===== src/rtl/multicycle_comparator_if.sv =====
// Start/busy/done handshake, operands and result flags of the multicycle comparator.
// The requester holds the master modport and the comparator holds the slave modport.
interface multicycle_comparator_if #(
  parameter int unsigned NrOfBits = 64
);
  logic                Start;
  logic                TwosComplement;
  logic [NrOfBits-1:0] DataA;
  logic [NrOfBits-1:0] DataB;
  logic                Busy;
  logic                Done;
  logic                A_EQ_B;
  logic                A_GT_B;
  logic                A_LT_B;

  modport master (
    output Start,
    output TwosComplement,
    output DataA,
    output DataB,
    input  Busy,
    input  Done,
    input  A_EQ_B,
    input  A_GT_B,
    input  A_LT_B
  );

  modport slave (
    input  Start,
    input  TwosComplement,
    input  DataA,
    input  DataB,
    output Busy,
    output Done,
    output A_EQ_B,
    output A_GT_B,
    output A_LT_B
  );
endinterface


===== src/rtl/multicycle_comparator.sv =====
// Sequential magnitude comparator: examines one SliceBits-wide slice per cycle, most
// significant slice first, and stops at the first slice that differs.
module multicycle_comparator #(
  parameter int unsigned NrOfBits  = 64,
  parameter int unsigned SliceBits = 16
) (
  input logic                    Clock,
  input logic                    Reset,
  multicycle_comparator_if.slave bus
);
  localparam int unsigned NrOfSlices = NrOfBits / SliceBits;
  localparam int unsigned CntW       = (NrOfSlices > 1) ? $clog2(NrOfSlices) : 1;
  localparam logic [CntW-1:0]      LastIdx = CntW'(NrOfSlices - 1);
  localparam logic [SliceBits-1:0] MsbMask = SliceBits'(1) << (SliceBits - 1);

  typedef enum logic [0:0] {StIdle, StRun} state_e;

  state_e              state_q, state_d;
  logic [NrOfBits-1:0] a_q, a_d;
  logic [NrOfBits-1:0] b_q, b_d;
  logic                tc_q, tc_d;
  logic [CntW-1:0]     cnt_q, cnt_d;
  logic                done_q, done_d;
  logic                eq_q, eq_d;
  logic                gt_q, gt_d;
  logic                lt_q, lt_d;
  logic [SliceBits-1:0] flip, slice_a, slice_b;

  // Operands shift left after each equal slice, so the slice under test is always on top.
  // Flipping both sign bits turns the signed top-slice compare into an unsigned one.
  always_comb begin
    flip    = (tc_q && (cnt_q == LastIdx)) ? MsbMask : '0;
    slice_a = a_q[NrOfBits-1 -: SliceBits] ^ flip;
    slice_b = b_q[NrOfBits-1 -: SliceBits] ^ flip;
  end

  always_comb begin
    state_d = state_q;
    a_d     = a_q;
    b_d     = b_q;
    tc_d    = tc_q;
    cnt_d   = cnt_q;
    done_d  = 1'b0;
    eq_d    = eq_q;
    gt_d    = gt_q;
    lt_d    = lt_q;
    unique case (state_q)
      StIdle: begin
        if (bus.Start) begin
          a_d     = bus.DataA;
          b_d     = bus.DataB;
          tc_d    = bus.TwosComplement;
          cnt_d   = LastIdx;
          state_d = StRun;
        end
      end
      StRun: begin
        if (slice_a > slice_b) begin
          {eq_d, gt_d, lt_d} = 3'b010;
          done_d             = 1'b1;
          state_d            = StIdle;
        end else if (slice_a < slice_b) begin
          {eq_d, gt_d, lt_d} = 3'b001;
          done_d             = 1'b1;
          state_d            = StIdle;
        end else if (cnt_q == '0) begin
          {eq_d, gt_d, lt_d} = 3'b100;
          done_d             = 1'b1;
          state_d            = StIdle;
        end else begin
          cnt_d = cnt_q - CntW'(1);
          a_d   = a_q << SliceBits;
          b_d   = b_q << SliceBits;
        end
      end
      default: state_d = StIdle;
    endcase
  end

  always_ff @(posedge Clock) begin
    if (Reset) begin
      state_q <= StIdle;
      done_q  <= 1'b0;
      eq_q    <= 1'b0;
      gt_q    <= 1'b0;
      lt_q    <= 1'b0;
    end else begin
      state_q <= state_d;
      done_q  <= done_d;
      eq_q    <= eq_d;
      gt_q    <= gt_d;
      lt_q    <= lt_d;
    end
  end

  // Operand registers carry no reset; they are always loaded before use.
  always_ff @(posedge Clock) begin
    a_q   <= a_d;
    b_q   <= b_d;
    tc_q  <= tc_d;
    cnt_q <= cnt_d;
  end

  assign bus.Busy   = (state_q == StRun);
  assign bus.Done   = done_q;
  assign bus.A_EQ_B = eq_q;
  assign bus.A_GT_B = gt_q;
  assign bus.A_LT_B = lt_q;
endmodule


===== src/flat_wrapper.sv =====
// flat-port wrapper written by rule: the top's interface ports become plain ports
module multicycle_comparator_flat 
#(
  parameter int unsigned NrOfBits  = 64,
  parameter int unsigned SliceBits = 16
)
  (Clock, Reset, bus_Start, bus_TwosComplement, bus_DataA, bus_DataB, bus_Busy, bus_Done, bus_A_EQ_B, bus_A_GT_B, bus_A_LT_B);
  multicycle_comparator_if #(.NrOfBits(NrOfBits)) bus_i ();
  input logic Clock;
  input logic Reset;
  input wire logic [$bits(bus_i.Start)-1:0] bus_Start;
  input wire logic [$bits(bus_i.TwosComplement)-1:0] bus_TwosComplement;
  input wire logic [$bits(bus_i.DataA)-1:0] bus_DataA;
  input wire logic [$bits(bus_i.DataB)-1:0] bus_DataB;
  output wire logic [$bits(bus_i.Busy)-1:0] bus_Busy;
  output wire logic [$bits(bus_i.Done)-1:0] bus_Done;
  output wire logic [$bits(bus_i.A_EQ_B)-1:0] bus_A_EQ_B;
  output wire logic [$bits(bus_i.A_GT_B)-1:0] bus_A_GT_B;
  output wire logic [$bits(bus_i.A_LT_B)-1:0] bus_A_LT_B;
  assign bus_i.Start = bus_Start;
  assign bus_i.TwosComplement = bus_TwosComplement;
  assign bus_i.DataA = bus_DataA;
  assign bus_i.DataB = bus_DataB;
  assign bus_Busy = bus_i.Busy;
  assign bus_Done = bus_i.Done;
  assign bus_A_EQ_B = bus_i.A_EQ_B;
  assign bus_A_GT_B = bus_i.A_GT_B;
  assign bus_A_LT_B = bus_i.A_LT_B;
  multicycle_comparator #(.NrOfBits(NrOfBits), .SliceBits(SliceBits)) u_core (.Clock(Clock), .Reset(Reset), .bus(bus_i));
endmodule

===== config.mk =====
export PLATFORM = sky130hd
export DESIGN_NAME = multicycle_comparator_flat
export DESIGN_NICKNAME = d
export VERILOG_FILES = /design/src/rtl/multicycle_comparator_if.sv /design/src/rtl/multicycle_comparator.sv /design/src/flat_wrapper.sv
export SDC_FILE = /design/constraint.sdc
export NUM_CORES = 1
export LEC_CHECK = 0
export ABC_AREA = 1
export BUFFER_PORTS_ARGS = -buffer_cell sky130_fd_sc_hd__clkbuf_2
export CELL_PAD_IN_SITES_DETAIL_PLACEMENT = 2
export CELL_PAD_IN_SITES_GLOBAL_PLACEMENT = 2
export CORE_ASPECT_RATIO = 0.75
export CORE_MARGIN = 4
export CORE_UTILIZATION = 36
export DETAILED_ROUTE_END_ITERATION = 10
export GPL_ROUTABILITY_DRIVEN = 0
export GPL_TIMING_DRIVEN = 1
export PLACE_DENSITY = 0.84
export SYNTH_ARGS = -nofsm -noshare
export SYNTH_HDL_FRONTEND = slang
export SYNTH_SLANG_ARGS = --single-unit

===== constraint.sdc =====
create_clock -name Clock -period 13.65 [get_ports Clock]
set_clock_uncertainty 0.2 [all_clocks]
set_input_delay 1.365 -clock Clock [delete_from_list [all_inputs] [get_ports Clock]]
set_output_delay 1.365 -clock Clock [all_outputs]
set_load 0.005 [all_outputs]

==> After elaboration in Yosys (flattened, before gate mapping) <==
Cells that the tools add are included.
{ "totals": {"ff_bits": 136, "input_bits": 132, "output_inout_bits": 5, "word_cells": 59} }
{ "op_classes": {"n_addsub": 1, "order_cmp": 2, "n_eq_ne": 5, "muxes": 32, "n_bitwise": 3, "n_reduce_logical": 7} }
{ "op_table": {"columns": ["operator", "n"], "rows": [
  ["2-to-1 mux 64 bit", 8],
  ["one-hot mux 64 bit (2 select lines)", 2],
  ["XOR 16 bit", 2],
  ["greater-than comparator 16 bit", 1],
  ["less-than comparator 16 bit", 1],
  ["2-to-1 mux 16 bit", 1],
  ["2-to-1 mux 1 bit", 15],
  ["2-to-1 mux 2 bit", 4],
  ["!= test 2 bit (second input constant)", 4],
  ["one-hot mux 2 bit (2 select lines)", 1],
  ["AND reduction 2 bit", 2],
  ["AND reduction 4 bit", 1],
  ["nonzero test 3 bit", 1],
  ["== test 2 bit (second input constant)", 1],
  ["logical NOT 2 bit", 1],
  ["one-hot mux 1 bit (2 select lines)", 1],
  ["OR reduction 2 bit", 1],
  ["subtractor 2 x 1 -> 2 bit (second input constant)", 1],
  ["logical AND 1 bit", 1],
  ["inverter 1 bit", 1]
]} }

==> Logic depth before layout (Yosys ltp) <==
Gate-level depths: netlist of the first run.
{ "depth": {"depth_word": 8, "ltp_mapped": 16, "mapped_depth_nobuf": 16} }

==> Worst setup path after synthesis of the first run <==
OpenSTA, ideal clock, no wires.
{ "synth_timing": {"path_type": "input port to flip-flop", "startpoint": "input port bus_Start", "endpoint": "register u_core.a_q[0], enable pin", "setup_ps": 483, "t_arrival_ps": 4119, "required_ps": 12967, "setup_slack_ps": 8847, "cell_stages": 4, "n_path_buf": 0, "cell_sequence": "inv_1 -> a21oi_1 -> nand2_1 -> inv_1"} }
{ "synth_between": {"elab_chain_len": 2} }
{ "synth_rtl": {"columns": ["item", "line_no", "rtl"], "rows": [
  ["start: declaration", "flat_wrapper.sv:11", "input wire logic [$bits(bus_i.Start)-1:0] bus_Start;"],
  ["!= test 2 bit (no line)", null, null],
  ["AND reduction 4 bit (no line)", null, null],
  ["end signal: assignment", "multicycle_comparator.sv:98", "a_q <= a_d;"],
  ["end: declaration", "multicycle_comparator.sv:19", "logic [NrOfBits-1:0] a_q, a_d;"]
]} }
Every way passes these cells.
A chain may end at the register's enable or synchronous reset.

==> Final worst setup path of the first run <==
{ "layout_timing": {"startpoint": "register u_core.b_q[60]", "endpoint": "register u_core.a_q[7], enable pin"} }
{ "layout_between": {"elab_chain_len": 4} }
{ "layout_rtl": {"columns": ["item", "line_no", "rtl"], "rows": [
  ["start: declaration", "multicycle_comparator.sv:20", "logic [NrOfBits-1:0] b_q, b_d;"],
  ["start signal: assignment", "multicycle_comparator.sv:99", "b_q <= b_d;"],
  ["XOR 16 bit *", "multicycle_comparator.sv:34", "slice_b = b_q[NrOfBits-1 -: SliceBits] ^ flip;"],
  ["greater-than comparator 16 bit or less-than comparator 16 bit (tied branches)", "multicycle_comparator.sv:58, multicycle_comparator.sv:62", null],
  ["!= test 2 bit (no line)", null, null],
  ["AND reduction 4 bit (no line) *", null, null]
]} }
Every way passes the cells marked *; elsewhere a longest branch is shown, timed or not.

==> run metrics, run 1 <==
status=completed; DR WL met3=761 µm; Required @ worst endpoint=13510 ps; Final min period=3860 ps; Placement Rows=40; pwr/cell area=152 nW/µm²; Metal-1 WL=8650 µm; Tot GR Track Use=22.1%; TNS Setup=0 ps; CP Class=flop to flop; P_int=0.000851 W; syn nets=779; final setup margin=9790 ps; type of the worst min-delay path=flop to flop; Die H=121 µm; initial core utilization=37.4%; Critical Path Fanout Max=80; Cells after Synth=630; Clock Latency Late Sink=430 ps; CTS Buf Count=17; DP HPWL=13100 µm; clock-pin slew on the worst setup and hold paths=60 ps; uppermost layer routed=met4; area delta synth->final=23.6%; pre-CTS setup slack=9810 ps; IR drop worst, VDD=0.0917 mV; Tightest Pin Transition=1060 ps; crit path DAT=3720 ps; WHS=326 ps; yosys warns=0; RSZ-0062 raised after global routing=no; final global-route overflow total=0; Nets=912; Tot Pwr=0.00114 W; n_diodes=0; Post-CTS Resized=0; vias in the first global route=5402; initial antenna violation count=0; CTS sink cnt=136; largest net degree at the start of global routing=98; fin. max-slew vios=0; total wire length=20700 µm; wire length per cell=20.9 µm; htree depth=4; commonest cells after routing, fill and taps aside=321 x nand2_1, 136 x clkbuf_2, 131 x edfxtp_1, 67 x inv_1, 42 x nor2_1; #FFs+latches synth=136; clock power share=40.8%; die area=19100 µm²; # IOs=137; TritonCTS clock tree=done; DR pass1 iterations=4; ratio of cells with drive above 1 in the final layout=21.9%; number of port buffers=136; crit share post-route=28.3%; Setup violations, final=0; P_sw=0.000294 W; largest cells by area after synthesis=edfxtp_1 65%, nand2_1 20%, inv_1 4.2%; Yosys top cell area share=64.5%; Comb power frac=11.9%; Die Wd=158 µm; vias per inst=4.79; met2 WL post-DR=11000 µm; CP Capture Type=flop; DRC=0; Max-slew headroom=29.2%; Yosys top cell by area=edfxtp_1; max frequency=259 MHz; Seq/Total Area, Yosys=66.1%; antenna-violating nets left=0; Hold Vio Cnt, Final=0; DR vias=4722; mean post-synth cell area=9.68 µm²; Max Cap Viol=0; most common cell after layout, fill and taps aside=nand2_1; startpoint types=flop; root buffer cell=clkbuf_16; Sw Ratio=25.7%; # Post-CTS Setup Buffers=0; hold bufs inserted after CTS=0; Cell Area, Synth=6100 µm²; Final Util=46.2%; library cells used by synthesis=18; sequential power share=47.3%; core area=16300 µm²; static leakage=3.73 nW; Max Root-Sink Buffers=2; 1st-iter DRT viols=341; first-pass GRT wire length=31000 µm
final cells by class:
type / count / area [µm²]
clock inverter: 4 / 68.8
inverter: 69 / 263
tap: 210 / 263
timing repair buffer: 139 / 703
clock buffer: 28 / 507
fill: 1752 / 8780
sequential: 136 / 4040
multi-input combinational: 400 / 1690
logic make-up (layout without fill, tap and decap cells):
logic type | Yosys count | count (layout) | share of synthesized area [%]
and+or+nand+nor | 374 | 374 | 23.3
DFF | 136 | 136 | 66.1
AOI/OAI and AO/OA | 9 | 9 | 0.944
buffers and inverters | 94 | 240 | 6.07
adders and majority gates | 17 | 17 | 3.49
layer usage:
metal,track usage [%],up-vias
li1,-,2248
met1,26.6,2353
met2,39.7,99
met3,5.62,22
met4,5.01,0
met5,0,-
path summary, 6_finish.rpt:
kind,start,endpoint,slack [ps],cells past startpoint
setup / recovery,u_core.b_q[60],u_core.a_q[7],9790,13
hold / removal,u_core.a_q[30],u_core.a_q[46],330,2
setup reg to reg,u_core.b_q[60],u_core.a_q[7],9790,13
hold reg to reg,u_core.a_q[30],u_core.a_q[46],330,2
state kept, by name, indices dropped and copies added, names as in the netlist:
signal             count
u_core.a_q            64
u_core.b_q            64
u_core.cnt_q           2
u_core.bus.A_EQ_B      1
u_core.bus.A_GT_B      1
u_core.bus.A_LT_B      1
u_core.bus.Busy        1
u_core.bus.Done        1
u_core.tc_q            1
critical path, cell delays in order, from the launching register on:
cell,delay (ps)
edfxtp_1,370
inv_1,70
ha_1,310
nand2_1,80
nor2_1,160
nand2_1,80
a21oi_1,150
nor2_1,80
nand2_1,130
nand2_1,90
nand2_2,90
nand2_1,110
inv_4,750
buf_4,720
cells in the mapped netlist (all sizes together):
library cell  instances
a21oi                 6
o211ai                1
dfxtp                 5
inv                  69
edfxtp              131
nand4                 2
nor2                 42
nand3                 6
ha                   17
clkbuf               12
a21o                  1
nand2               324
buf                  13
o31ai                 1
power groups by stage:
stage / Combinational, W / Sequential (W) / Clock (W)
6_report: 0.000136 / 0.000542 / 0.000466
5_1_grt: 0.000154 / 0.000545 / 0.000492
4_1_cts: 0.000139 / 0.000542 / 0.000474
3_5_place_dp: 0.000131 / 0.000547 / 0
3_3_place_gp: 0.000117 / 0.000543 / 0
2_1_floorplan: 0.0000790 / 0.000538 / 0
metrics by stage:
step,cell area [µm²],instances
3_3_place_gp,6960,954
5_1_grt,7540,986
4_1_cts,7540,986
6_report,7540,986
2_1_floorplan,6100,630
3_5_place_dp,6960,954
Note: power is estimated with default switching activity, not from simulation.
==> run 2, diff against run 1 <==
Settings changed: ABC_AREA 1 to 0, CORE_UTILIZATION 36 to 38, PLACE_DENSITY 0.84 to 0.78.
Clock period 13.65 ns to 4 ns, I/O delays scaled along.
==> run metrics, run 2 <==
DR vias=3494 (-26%); fin. max-slew vios=0 (unchanged); sequential power share=48.9% (+1.6 points); library cells used by synthesis=30 (+12); Hold Vio Cnt, Final=0 (unchanged); wire length per cell=19.3 µm (-8.1%); mean post-synth cell area=16.4 µm² (+70%); htree depth=4 (unchanged); die area=17700 µm² (-7.1%); Yosys top cell by area=edfxtp_1; 1st-iter DRT viols=168 (-51%); Cells after Synth=362 (-43%); CP Class=flop to flop; first-pass GRT wire length=21300 µm (-31%); Final min period=3350 ps (-510 ps); ratio of cells with drive above 1 in the final layout=51.5% (+30 points); P_int=0.00288 W (+240%); Die Wd=152 µm (-3.7%); number of port buffers=136 (unchanged); CTS Buf Count=17 (unchanged); largest net degree at the start of global routing=77 (-21%); multi-input logic area=1810 µm² (+6.7%); antenna-violating nets left=0 (unchanged); crit path DAT=3180 ps (-540 ps); total wire length=14000 µm (-32%); Yosys top cell area share=66.1% (+1.6 points); type of the worst min-delay path=input pin to flop; Required @ worst endpoint=3830 ps (-9680 ps); Clock Latency Late Sink=410 ps (-20 ps); CTS sink cnt=136 (unchanged); final-layout fill cell count=1478 (-16%); vias per inst=4.82 (+0.63%); Post-CTS Resized=0 (unchanged); vias in the first global route=3976 (-26%); clock power share=39.2% (-1.6 points); # IOs=137 (unchanged); max incr delay on CP=740 ps (about the same); register area=4040 µm² (unchanged); pwr/cell area=503 nW/µm² (+230%); IR drop worst, VDD=0.297 mV (+220%); CP Cell Sequence=ha_1, nand3_1, nor4_1, a21oi_1, nor2_1, a31oi_4, clkinvlp_4, buf_4; CP Capture Type=flop; #FFs+latches synth=136 (unchanged); n_diodes=0 (unchanged); Setup violations, final=0 (unchanged); yosys warns=0 (unchanged); Max-slew headroom=35.5% (+6.3 points); final global-route overflow total=0 (unchanged); root buffer cell=clkbuf_16; Sw Ratio=23.0% (-2.7 points); Tot GR Track Use=15.9% (-6.2 points); worst reg2reg path endpoint=u_core.a_q[54]; commonest cells after routing, fill and taps aside=136 x clkbuf_2, 131 x edfxtp_1, 96 x mux2_2, 36 x nor2b_1, 18 x inv_1; Hold Path Depth=2 (unchanged); startpoint types=flop; Nets=656 (-28%); Tot Pwr=0.00374 W (+230%); Max Cap Viol=0 (unchanged); largest cells by area after synthesis=edfxtp_1 66%, mux2_2 18%, nor2b_1 3.8%; Worst path slowest cell=buf_4; Seq/Total Area, Yosys=67.8% (+1.7 points); syn nets=511 (-34%); top post-synthesis cells by count=131 x edfxtp_1, 96 x mux2_2, 36 x nor2b_1; Cell Area, Synth=5950 µm² (-2.4%); reg2reg path depth=8 (-5); Worst Hold Path EP=u_core.bus.Busy; static leakage=2.93 nW (-21%); Die H=116 µm (-3.6%); FFs w/ async S/R, synth=0% (unchanged); crit share post-route=83.8% (+55 points); DP HPWL=9670 µm (-26%); TNS Setup=0 ps (unchanged); RSZ-0062 raised after global routing=no; DR pass1 iterations=4 (unchanged); Max Root-Sink Buffers=2 (unchanged); DRC=0 (unchanged); Placement Rows=39 (-2.5%); count leader, synth=edfxtp_1; Tightest Pin Transition=968 ps (-93.8 ps); initial antenna violation count=1 (+1); clock-pin slew on the worst setup and hold paths=60 ps (about the same); area delta synth->final=25.1%; core area=15300 µm² (-6.4%); most used flip-flop cell after synthesis=edfxtp_1; most common cell after layout, fill and taps aside=clkbuf_2; P_sw=0.000860 W (+190%); R2R Path Start=u_core.a_q[61]; Hold Startpoint=Reset; top flop regs=u_core.a_q x64, u_core.b_q x64, u_core.cnt_q x2; r2r setup slk=650 ps (-9140 ps); max frequency=298 MHz (+15%); EDFF count, synth=131 (unchanged); initial core utilization=39.0% (+1.6 points); TritonCTS clock tree=done; Critical Path Fanout Max=76 (-5.0%); status=completed; Comb power frac=11.9% (about the same)
run 2: metal layers:
metal  share of wire (%)  vias to the layer above  GRT usage [%]
met2                  51                       87           28.0
met3                 5.6                       15           5.52
met4                0.97                        2           5.16
met1                  42                     1738           18.7
li1                    -                     1652              -
met5               0.093                        -              0
run 2: cell families after synthesis:
kind of cell | synth area share, %
AOI/OAI and AO/OA | 2.04
xor gates and xnor gates | 0.273
adders and majority gates | 3.58
buffers and inverters | 2.17
DFF | 67.8
muxes | 18.2
and+or+nand+nor | 5.97
run 2: worst max path at each step:
| stage | to | slack [ps] | start | cells past startpoint |
|---|---|---|---|---|
| 6_report | u_core.a_q[54] | 650 | u_core.a_q[61] | 8 |
| 3_3_place_gp | u_core.b_q[20] | 900 | u_core.a_q[62] | 8 |
| 5_1_grt | u_core.a_q[21] | 400 | u_core.a_q[61] | 8 |
| 4_1_cts | u_core.b_q[43] | 600 | u_core.a_q[61] | 8 |
| 3_5_place_dp | u_core.b_q[5] | 670 | u_core.a_q[61] | 8 |
| 2_1_floorplan | u_core.a_q[0] | -260 | u_core.a_q[53] | 7 |
run 2: layout make-up:
class	instances	area share [%]
timing repair buffer	141	9.69
tap	205	3.45
clock inverter	14	1.53
sequential	136	54.3
multi-input combinational	192	24.3
inverter	19	1.01
clock buffer	18	5.77
run 2: through the flow:
step / setup WS [ps] / hold WS, ps / area (µm²) / utilization (%) / std cells
6_report: 649 / 50.1 / 7440 / 48.7 / 725
3_5_place_dp: 674 / 305 / 6890 / 45.1 / 692
5_1_grt: 403 / 46.1 / 7440 / 48.7 / 725
3_3_place_gp: 899 / 257 / 6890 / 45.1 / 692
4_1_cts: 599 / 34.3 / 7440 / 48.7 / 725
2_1_floorplan: -264 / 251 / 5970 / - / 362
run 2: worst max-delay path: cells and delay by family (launching register included):
kind	cells	cell delay [ps]
buf+inv	2	850
simple gates	3	810
flops	1	400
compound gates	2	350
fa+ha+maj	1	320
run 2: timing repair:
item	4_1_cts	5_1_grt
hold endpoints to repair	1	0
hold buffers	1	0
buffers inserted	0	0
run 2: power groups by stage:
stage	combinational, W	clock [W]	sequential [W]
6_report	0.000445	0.00147	0.00183
4_1_cts	0.000455	0.00151	0.00183
2_1_floorplan	0.000292	0	0.00183
3_3_place_gp	0.000418	0	0.00185
5_1_grt	0.000494	0.00158	0.00185
3_5_place_dp	0.000446	0	0.00186
==> run 3, diff against run 2 <==
Settings changed: ABC_AREA 0 to 1, CORE_UTILIZATION 38 to 33, PLACE_DENSITY 0.78 to 0.77.
Clock period 4 ns to 3.2 ns, I/O delays scaled along.
==> run metrics, run 3 (synthesized netlist as in run 1, its figures left out) <==
Comb power frac=14.0% (+2.1 points); Hold Startpoint=bus_DataA[59]; first-pass GRT wire length=34600 µm (+62%); n_diodes=0 (unchanged); DRC=0 (unchanged); CP Class=flop to flop; ratio of cells with drive above 1 in the final layout=19.8% (-32 points); P_int=0.00385 W (+34%); Max Root-Sink Buffers=2 (unchanged); max frequency=355 MHz (+19%); # IOs=137 (unchanged); largest net degree at the start of global routing=124 (+61%); final-layout fill cell count=1894 (+28%); Die H=126 µm (+8.1%); CP Capture Type=flop; Final min period=2820 ps (-535 ps); P_sw=0.00132 W (+54%); Max-slew headroom=17.6% (-18 points); Placed Cells=988 (+43%); type of the worst min-delay path=input pin to flop; clock-pin slew on the worst setup and hold paths=60 ps (about the same); total wire length=23300 µm (+67%); antenna-violating nets left=0 (unchanged); R2R Path Start=u_core.b_q[54]; Area after DPL=7030 µm² (+2.1%); status=finished with violations; top flop regs=u_core.a_q x64, u_core.b_q x64, u_core.cnt_q x2; htree depth=4 (unchanged); crit path DAT=2700 ps (-480 ps); pwr/cell area=598 nW/µm² (+19%); crit share post-route=88.0% (+4.2 points); WHS=-6.29 ps (-56.4 ps); CP Launch Point=u_core.b_q[54]; Required @ worst endpoint=3090 ps (-740 ps); CTS sink cnt=136 (unchanged); Sw Ratio=25.6% (+2.6 points); Critical Path Fanout Max=33 (-57%); Placement Rows=42 (+7.7%); TritonCTS clock tree=done; Tot GR Track Use=22.5% (+6.6 points); most common cell after layout, fill and taps aside=nand2_1; commonest cells after routing, fill and taps aside=320 x nand2_1, 136 x clkbuf_2, 131 x edfxtp_1, 100 x dlygate4sd3_1, 67 x inv_1; Clock Latency Late Sink=450 ps (+40 ps); Final Instance Count excl. Fillers=1120 (+54%); area delta synth->final=41.8%; DR vias=5164 (+48%); Final Cell Area=8650 µm² (+16%); number of port buffers=136 (unchanged); RSZ-0062 raised after global routing=no; Nets=1014 (+55%); 1st-iter DRT viols=264 (+57%); static leakage=4.18 nW (+43%); fin. max-slew vios=0 (unchanged); Max Cap Viol=0 (unchanged); startpoint types=flop; Setup violations, final=0 (unchanged); vias per inst=4.61 (-4.3%); root buffer cell=clkbuf_16; initial core utilization=34.1% (-4.8 points); DP HPWL=12400 µm (+28%); Tot Pwr=0.00517 W (+38%); Post-CTS Resized=0 (unchanged); Tightest Pin Transition=1240 ps (+267 ps); vias in the first global route=5973 (+50%); wire length per cell=20.8 µm (+7.8%); pre-CTS setup slack=509 ps (-164 ps); Final Util=48.4% (-0.31 points); Hold Vio Cnt, Final=1 (+1); core area=17900 µm² (+17%); initial antenna violation count=0 (-1); die area=20700 µm² (+17%); CTS Buf Count=17 (unchanged); final setup margin=384 ps (-265 ps); IR drop worst, VDD=0.453 mV (+52%); DR pass1 iterations=5 (+1); final global-route overflow total=0 (unchanged); clock power share=41.8% (+2.6 points); # Post-CTS Setup Buffers=0 (unchanged); Die Wd=165 µm (+8.2%); failing checks=negative hold slack; sequential power share=44.2% (-4.7 points)
[run 3: cell types whose count changed in the layout (fill, tap and decap cells not counted), moves of 3 or more]
cell / change
nand2_2: +4
clkinv_1: -3
o21ai_0: -3
dlygate4sd3_1: +99
nand3_1: +5
nor2_1: +38
inv_1: +49
a21oi_1: -4
nor2b_1: -36
nand2_1: +314
bufinv_16: +3
mux2_2: -96
[run 3: metrics by stage]
stage	TNS (ps)	hold slack [ps]
after CTS	0	2.90
after detailed placement	0	310
final	0	-6.29
after global placement	0	280
after floorplan	-71850	189
after global routing	0	0.449
[run 3: final timing paths]
| path | to | slack, ps | cells after the start |
|---|---|---|---|
| worst max-delay path | u_core.a_q[14] | 380 | 11 |
| worst min-delay path | u_core.a_q[59] | -6 | 3 |
| worst min register to register | u_core.b_q[47] | 320 | 2 |
| worst max register to register | u_core.a_q[14] | 380 | 11 |
[run 3: cell type report]
cell class                 instances  area, µm²  share of cell area, %
clock inverter                    12        180                   2.08
tap                              242        303                   3.50
clock buffer                      20        437                   5.05
sequential                       136       4040                   46.7
timing repair buffer             241       1730                   20.0
inverter                          69        264                   3.05
multi-input combinational        400       1700                   19.6
[run 3: repair_timing]
item,4_1_cts,5_1_grt
hold buffers,94,6
endpoints found under the setup margin,0,0
endpoints found under the hold margin,95,6
[run 3: metal layers]
layer / vias to the layer above / part of all wire [%] / GRT usage [%]
met5: - / 0 / 0
met4: 0 / 1.5 / 7.97
met3: 25 / 4.1 / 6.24
met2: 121 / 53 / 40.5
met1: 2565 / 41 / 25.6
li1: 2453 / - / -
[run 3: power groups by stage]
stage	Clock, W	Combinational [W]	Sequential [W]
2_1_floorplan	0	0.000339	0.00229
3_3_place_gp	0	0.000539	0.00229
3_5_place_dp	0	0.000584	0.00231
4_1_cts	0.00213	0.000686	0.00227
5_1_grt	0.00226	0.000804	0.00231
6_report	0.00216	0.000725	0.00229
[run 3: critical path: stages (launching register included)]
cell        delay, ps
edfxtp_1          350
inv_1              60
ha_1              280
nand2_1            90
nor2_1            240
nand4_1           150
nor2_1            220
nand2_1           120
nand2_2           110
nand2_2            90
clkinvlp_4        120
buf_4             390
